[config.mk]
export PLATFORM = sky130hd
export DESIGN_NAME = dnn_src_feeder
export DESIGN_NICKNAME = d
export VERILOG_FILES = /design/src/rtl/dnn_stream_pkg.sv /design/src/rtl/dnn_beat_fifo2.sv /design/src/rtl/dnn_src_feeder.sv
export SDC_FILE = /design/constraint.sdc
export NUM_CORES = 1
export LEC_CHECK = 0
export ABC_AREA = 1
export ABC_CLOCK_PERIOD_IN_PS = 3430
export CAP_MARGIN = 0
export CORE_ASPECT_RATIO = 1.5
export CORE_MARGIN = 2
export CORE_UTILIZATION = 54
export DETAILED_ROUTE_END_ITERATION = 7
export PLACE_DENSITY = 0.9
export SETUP_SLACK_MARGIN = 0.4
export SYNTH_ARGS = -nofsm -noshare
export SYNTH_HDL_FRONTEND = slang
export SYNTH_SLANG_ARGS = --single-unit
[constraint.sdc]
create_clock -name clk -period 3.43 [get_ports clk]
set_clock_uncertainty 0.1 [all_clocks]
set_input_delay 0.343 -clock clk [delete_from_list [all_inputs] [get_ports clk]]
set_output_delay 0.343 -clock clk [all_outputs]
set_load 0.02 [all_outputs]
[src/rtl/dnn_stream_pkg.sv]
// rtl/dnn_stream_pkg.sv - shared types and defaults for the DNN source/destination stream blocks
// Purpose: default widths, the 4x16-bit beat record and the feeder FSM state type.
// Ports: none (package).
package dnn_stream_pkg;

    localparam int AW_DEF = 12;   // memory word-address width
    localparam int LW_DEF = 13;   // transfer length width in beats

    typedef struct packed {
        logic [15:0] d3;
        logic [15:0] d2;
        logic [15:0] d1;
        logic [15:0] d0;
        logic        last;
    } beat_t;

    typedef enum logic [1:0] {
        IDLE  = 2'd0,
        FETCH = 2'd1,
        FLUSH = 2'd2
    } fsm_t;

    // Splits a 64-bit memory word into lanes, lane 0 taking the low half-word.
    function automatic beat_t make_beat(input logic [63:0] word, input logic last);
        beat_t b;
        b.d0   = word[15:0];
        b.d1   = word[31:16];
        b.d2   = word[47:32];
        b.d3   = word[63:48];
        b.last = last;
        return b;
    endfunction

endpackage

[src/rtl/dnn_beat_fifo2.sv]
// rtl/dnn_beat_fifo2.sv - 2-entry registered beat FIFO with push/pop/count
// Purpose: small elastic buffer between a 1-cycle-latency memory and a stream port.
//          The head entry lives in its own register so dout is a clean flop output.
// Ports:
//   clk, rst_n   clock and synchronous active-low reset
//   push, din    write request and beat to store
//   pop          remove the head beat (ignored when empty)
//   dout         head beat (holds while not popped)
//   count        number of stored beats, 0..2
module dnn_beat_fifo2
    import dnn_stream_pkg::*;
(
    input  logic       clk,
    input  logic       rst_n,
    input  logic       push,
    input  beat_t      din,
    input  logic       pop,
    output beat_t      dout,
    output logic [1:0] count
);

    beat_t      head_q;
    beat_t      tail_q;
    logic [1:0] count_q;
    logic       pop_ok;
    logic       push_ok;

    assign pop_ok  = pop && (count_q != 2'd0);
    // A full FIFO still accepts a push in the same cycle as a pop.
    assign push_ok = push && ((count_q != 2'd2) || pop_ok);

    always_ff @(posedge clk) begin
        if (!rst_n) begin
            head_q  <= '0;
            tail_q  <= '0;
            count_q <= 2'd0;
        end else begin
            case ({push_ok, pop_ok})
                2'b10: begin
                    if (count_q == 2'd0) head_q <= din;
                    else                 tail_q <= din;
                    count_q <= count_q + 2'd1;
                end
                2'b01: begin
                    if (count_q == 2'd2) head_q <= tail_q;
                    count_q <= count_q - 2'd1;
                end
                2'b11: begin
                    if (count_q == 2'd2) begin
                        head_q <= tail_q;
                        tail_q <= din;
                    end else begin
                        head_q <= din;
                    end
                end
                default: ;
            endcase
        end
    end

    assign dout  = head_q;
    assign count = count_q;

endmodule

[src/rtl/dnn_src_feeder.sv]
// rtl/dnn_src_feeder.sv - reads len words from local memory and streams them as 4x16-bit beats
// Purpose: host-side sender for the accelerator source port. A start command
//          captures base/len, words are fetched from a 1-cycle-latency memory
//          into a 2-entry FIFO and presented as beats, the final one with src_last.
// Ports:
//   clk, rst_n            clock and synchronous active-low reset
//   start, base, len      command strobe (IDLE only), first word address, beat count
//   busy, done            transfer in progress, one-cycle completion pulse
//   mem_re, mem_addr      memory read request
//   mem_rdata             read data, valid the cycle after mem_re
//   src_valid, src_ready  stream handshake
//   src_data0..3, src_last beat payload and final-beat marker
module dnn_src_feeder
    import dnn_stream_pkg::*;
#(
    parameter int AW = AW_DEF,
    parameter int LW = LW_DEF
) (
    input  logic          clk,
    input  logic          rst_n,
    input  logic          start,
    input  logic [AW-1:0] base,
    input  logic [LW-1:0] len,
    output logic          busy,
    output logic          done,
    output logic          mem_re,
    output logic [AW-1:0] mem_addr,
    input  logic [63:0]   mem_rdata,
    output logic          src_valid,
    output logic [15:0]   src_data0,
    output logic [15:0]   src_data1,
    output logic [15:0]   src_data2,
    output logic [15:0]   src_data3,
    output logic          src_last,
    input  logic          src_ready
);

    fsm_t          state_q;
    fsm_t          state_d;
    logic [AW-1:0] addr_q;
    logic [LW-1:0] reads_left_q;
    logic [LW-1:0] beats_left_q;
    logic          inflight_q;
    logic          inflight_last_q;
    logic          done_q;

    beat_t         head;
    logic [1:0]    fifo_count;
    logic [1:0]    occ;
    logic          handshake;

    assign handshake = src_valid && src_ready;
    // Words already owned by the FIFO path: stored plus the one returning now.
    assign occ       = fifo_count + {1'b0, inflight_q};

    always_comb begin
        state_d = state_q;
        mem_re  = 1'b0;
        case (state_q)
            IDLE: begin
                if (start && (len != '0)) state_d = FETCH;
            end
            FETCH: begin
                // A beat leaving this cycle frees a slot in time for the word
                // returning next cycle, which keeps a 1 beat/cycle stream.
                if ((reads_left_q != '0) && ((occ < 2'd2) || ((occ == 2'd2) && handshake)))
                    mem_re = 1'b1;
                if (mem_re && (reads_left_q == LW'(1))) state_d = FLUSH;
            end
            FLUSH: begin
                if (handshake && src_last) state_d = IDLE;
            end
            default: state_d = IDLE;
        endcase
    end

    always_ff @(posedge clk) begin
        if (!rst_n) begin
            state_q         <= IDLE;
            addr_q          <= '0;
            reads_left_q    <= '0;
            beats_left_q    <= '0;
            inflight_q      <= 1'b0;
            inflight_last_q <= 1'b0;
            done_q          <= 1'b0;
        end else begin
            state_q         <= state_d;
            done_q          <= 1'b0;
            inflight_q      <= mem_re;
            inflight_last_q <= mem_re && (reads_left_q == LW'(1));
            if ((state_q == IDLE) && start) begin
                if (len == '0) begin
                    done_q <= 1'b1;
                end else begin
                    addr_q       <= base;
                    reads_left_q <= len;
                    beats_left_q <= len;
                end
            end
            if (mem_re) begin
                addr_q       <= addr_q + AW'(1);
                reads_left_q <= reads_left_q - LW'(1);
            end
            if (handshake) beats_left_q <= beats_left_q - LW'(1);
            if ((state_q == FLUSH) && handshake && src_last) done_q <= 1'b1;
        end
    end

    dnn_beat_fifo2 u_fifo (
        .clk   (clk),
        .rst_n (rst_n),
        .push  (inflight_q),
        .din   (make_beat(mem_rdata, inflight_last_q)),
        .pop   (handshake),
        .dout  (head),
        .count (fifo_count)
    );

    assign busy      = (state_q != IDLE);
    assign done      = done_q;
    assign mem_addr  = addr_q;
    assign src_valid = (fifo_count != 2'd0);
    assign src_data0 = head.d0;
    assign src_data1 = head.d1;
    assign src_data2 = head.d2;
    assign src_data3 = head.d3;
    assign src_last  = head.last;

    // The last flag carried with the data must agree with the handshake count.
    assert property (@(posedge clk) disable iff (!rst_n)
        src_valid |-> (src_last == (beats_left_q == LW'(1))));

endmodule
Word-level counts from Yosys, hierarchy flattened
Index checks and enable logic that the tools add are counted.

operators by class
  add/subtract/negate cells = 5
  order comparisons = 1
  equal/unequal tests = 17
  multiplexer cells = 24
  reduce and logical (&&, ||, !) cells = 29

operators by type and width
  cell                                                                      number
  65-bit two-way mux                                                        5
  65-bit case mux with 3 select lines                                       1
  65-bit case mux with 2 select lines                                       1
  13-bit two-way mux                                                        3
  12-bit two-way mux                                                        3
  13-bit nonzero test                                                       2
  13-bit by 1-bit == test with 1-bit output (second input constant)         1
  13-bit zero test                                                          1
  13-bit by 1-bit subtractor with 13-bit output (second input constant)     1
  12-bit by 1-bit adder with 12-bit output (second input constant)          1
  1-bit logical AND                                                         12
  2-bit inequality test (second input constant)                             6
  2-bit == test (second input constant)                                     5
  2-bit nonzero test                                                        5
  3-bit AND reduction                                                       3
  1-bit two-way mux                                                         6
  2-bit two-way mux                                                         3
  2-bit by 1-bit inequality test with 1-bit output (second input constant)  3
  2-bit case mux with 3 select lines                                        1
  2-bit by 1-bit == test with 1-bit output (second input constant)          2
  2-bit zero test                                                           2
  2-bit case mux with 2 select lines                                        1
  3-bit nonzero test                                                        1
  2-bit by 1-bit adder with 2-bit output                                    1
  other kinds (5)                                                           6

word-level totals
  register bits = 162

Logic depth before layout (Yosys ltp)
  depth after elaboration = 10
  gate-level depth with buffers = 11
  mapped depth without buffers = 11

Modules after synthesis
Synthesis repeated with hierarchy kept, for this count alone.

second synthesis, totals
  cell total of the unflattened synthesis = 1336
  area total of the unflattened synthesis = 8324.2 sq um

by module, submodules not included
  module          instances  cells an instance  area each (sq um)  seq. area each (sq um)
  dnn_beat_fifo2  1          1011               6264.8             2642.5
  dnn_src_feeder  1          325                2059.5             600.6

Least setup slack after synthesis
No wires, ideal clock.

  kind = reg-to-output
  from = register reads_left_q[0]
  to = output port mem_re
  data arrival time = 1307 ps
  data required time = 2987 ps
  setup slack = 1680 ps
  stages on the path, launching flop included = 8
  buffers on the path = 0
  cells stage by stage = dfxtp_1 inv_1 ha_1 nand2_1 nor2_1 nand2_2 nand2_1 nor2_4

between the ends
  word-level cells in the longest chain between the ends = 5

ends and longest elaborated chain
  element                         line                   RTL
  start: declaration              dnn_src_feeder.sv:41   logic [LW-1:0] reads_left_q;
  start signal: assignment        dnn_src_feeder.sv:96   reads_left_q <= len;
  start signal: assignment        dnn_src_feeder.sv:102  reads_left_q <= reads_left_q - LW'(1);
  13-bit nonzero test             dnn_src_feeder.sv:66   if ((reads_left_q != '0) && ((occ < 2'd2) || ((occ == 2'd2) && handshake)))
  1-bit logical AND               dnn_src_feeder.sv:66
  1-bit two-way mux               dnn_src_feeder.sv:66
  1-bit two-way mux (2 in a row)  dnn_src_feeder.sv:59   case (state_q)
  end: declaration                dnn_src_feeder.sv:26   output logic mem_re,

No other way between the ends. The select of a mux whose other input is x is not followed.

Worst setup path in the final report
Ends and elaborated chain as after synthesis.

==> reports/results.ini <==
[timing]
slew_headroom=0.607
hold_violations=0
fmax_mhz=382
fin_ws_ps=812
finalSetupViolations=0
post-route-min-period_ps=2620
worstMarginPinSlew_ps=587
grt_setup_unrepaired=no
final.period_utilization=0.763
whs_ps=296
tns_ps=0
finalMaxSlewViolations=0

[layout]
area_growth_pct=31.1
postLayoutCellArea_um2=9860
diodes=0
layout-drive-gt1-share=0.0950
fin_cells=1331
final_core_util=0.728
layout.nets=1254

[floorplan]
die_h_um=149
rows=52
die_w_um=100
io_pins=174
start_util=0.556
die_area_um2=14900
coreArea_um2=13500

[critical_path]
cp.required_ps=2990
r2r_slack_ps=1100
cp-start-kind=flip-flop
timing.rr.end=mem_addr[10]
ff2ff_path_depth=9
r2r-start=reads_left_q[0]
crit_fanout=8
endpoint_kind=output pin
criticalPathCategory=reg2out
arrival_ps=2170

[synth]
seq_area_frac_synth=0.431
syn_area_um2=7520
synth_nets=1121
synth_cell_types=34
synth_seq_cells=162
synth_area_per_cell_um2=7.34
yosys_warnings=0
syn_inst=1024

[global_routing]
grt_max_degree=131
overflow=0
grt_pass1_wl_mm=32.3
antenna_found_initial=0
grt_usage=0.266
grt_pass1_vias=7042

[routing]
routedWlPerCell_um=14.8
firstDrtPassIters=5
drtAntennaViolNets=0
drtIter0Drc=337
drcViolationCount=0
viasPerCell=5.45
routed_wl_mm=19.7
vias=7248

[clock_network]
cts_num_sinks=162
htree_levels=4
insertion_delay_ps=410
cts_buffer_depth=2
cts_tree=yes
root_buffer=clkbuf_16
numCtsBuffers=17
clkTransAtPathRegs_ps=60

[worst_hold_path]
holdPathEnd=reads_left_q[4]
min_path_type=in2reg
hp-start=rst_n
min_path_cells=3

[place]
pre_cts_slack_ps=781
gp_congestion=0.884
port_buffers=173
placed_area_um2=9240
dpl.cell_count=1300
dpl.hpwl_mm=13.1

[pwr]
ir_worst_vdd_uv=480
p_per_area_nw_per_um2=527
finalPower_mw=5.20
p_leak_nw=4.21

[run]
drv_cap=0

[run_status]
status=complete, no violations

worst max-delay path, stage by stage, from the launching register on:
cell and delay, ps:
dfxtp_1 360, inv_1 110, ha_1 310, nand2_1 170, nor2_1 80, nand2_2 150, nand2_1 130, nor2_4 210
dlymetal6s2s_1 260
placed cells by master (no fill, tap or decap), types with 3 or more instances in the layout:
| master | netlist | routed |
|---|---|---|
| bufinv_16 | 0 | 3 |
| o21ai_0 | 24 | 24 |
| inv_1 | 104 | 104 |
| o21ai_1 | 50 | 50 |
| a21oi_1 | 62 | 62 |
| buf_4 | 3 | 10 |
| nor2_1 | 91 | 91 |
| ha_1 | 4 | 4 |
| o211ai_1 | 100 | 100 |
| nor2_2 | 3 | 3 |
| nand2_4 | 1 | 3 |
| inv_2 | 44 | 44 |
| nand2_1 | 161 | 159 |
| dfxtp_1 | 162 | 162 |
| inv_6 | 0 | 6 |
| xor2_1 | 9 | 9 |
| clkbuf_16 | 0 | 17 |
| nand3_1 | 99 | 99 |
| nand2_2 | 3 | 3 |
| o211ai_2 | 10 | 10 |
| clkdlybuf4s50_1 | 0 | 171 |
| nand4_1 | 11 | 11 |
| xnor2_1 | 3 | 3 |
logic make-up (layout without fill, tap and decap cells):
family                     count (synthesis)  in the layout  synth area share
xor gates and xnor gates                  12             12            0.0140
adders and majority gates                  4              4           0.00666
and+or+nand+nor                          377            377             0.217
buffers and inverters                    218            363             0.118
AOI/OAI and AO/OA                        251            251             0.212
DFF                                      162            162             0.431
timing repair:
| action | in CTS | in global routing |
|---|---|---|
| setup endpoints to repair | 0 | 1 |
| resized for setup | 0 | 1 |
| buffers inserted | 0 | 0 |
| hold buffers | 0 | 0 |
Yosys cell counts, drive strengths merged:
library cell	n	area [µm²]
ha	4	50.1
nand3b	2	15.0
a21boi	2	15.0
inv	148	556
a22oi	1	12.5
xnor2	3	26.3
nor3	2	15.0
nand4	11	68.8
o211ai	110	876
clkbuf	30	113
xor2	9	78.8
nor2	96	383
or2	1	6.26
buf	40	220
dfxtp	162	3240
nand3	100	513
a21oi	62	310
nand2	165	634
o21bai	1	7.51
o21ai	74	370
a31oi	1	6.26
metal layers:
metal | wire length [µm] | GRT usage | vias up
met5 | 0 | 0 | -
met2 | 10200 | 0.477 | 234
met1 | 7780 | 0.297 | 3314
met4 | 590 | 0.110 | 0
met3 | 1170 | 0.0634 | 42
li1 | - | - | 3658
flip-flops by register name, summed over array words and instances, names as in the netlist:
signal           count
state_q              2
inflight_q           1
done                 1
u_fifo.dout         65
u_fifo.tail_q       65
inflight_last_q      1
reads_left_q        13
mem_addr            12
u_fifo.count         2
worst max-delay path by stage:
stage / startpoint / endpoint / depth (start not counted)
finish: reads_left_q[0] / mem_re / 8
global route: reads_left_q[0] / mem_re / 8
CTS: reads_left_q[0] / mem_re / 8
detailed placement: src_ready / mem_re / 8
global placement: src_ready / mem_re / 8
floorplan: reads_left_q[0] / mem_re / 7
power breakdown:
part	switching, mW	internal (mW)	total, mW
Sequential	0.102	2.01	2.11
Combinational	0.634	0.472	1.11
Clock	0.812	1.17	1.98
cell type report:
type                       instances  area, µm²
multi-input combinational        644       3400
clock buffer                      17        425
clock inverter                    14        189
timing repair buffer             184       1840
tap                              162        203
inverter                         148        556
fill                            1046       3670
sequential                       162       3240
(Power assumes the default switching activity.)
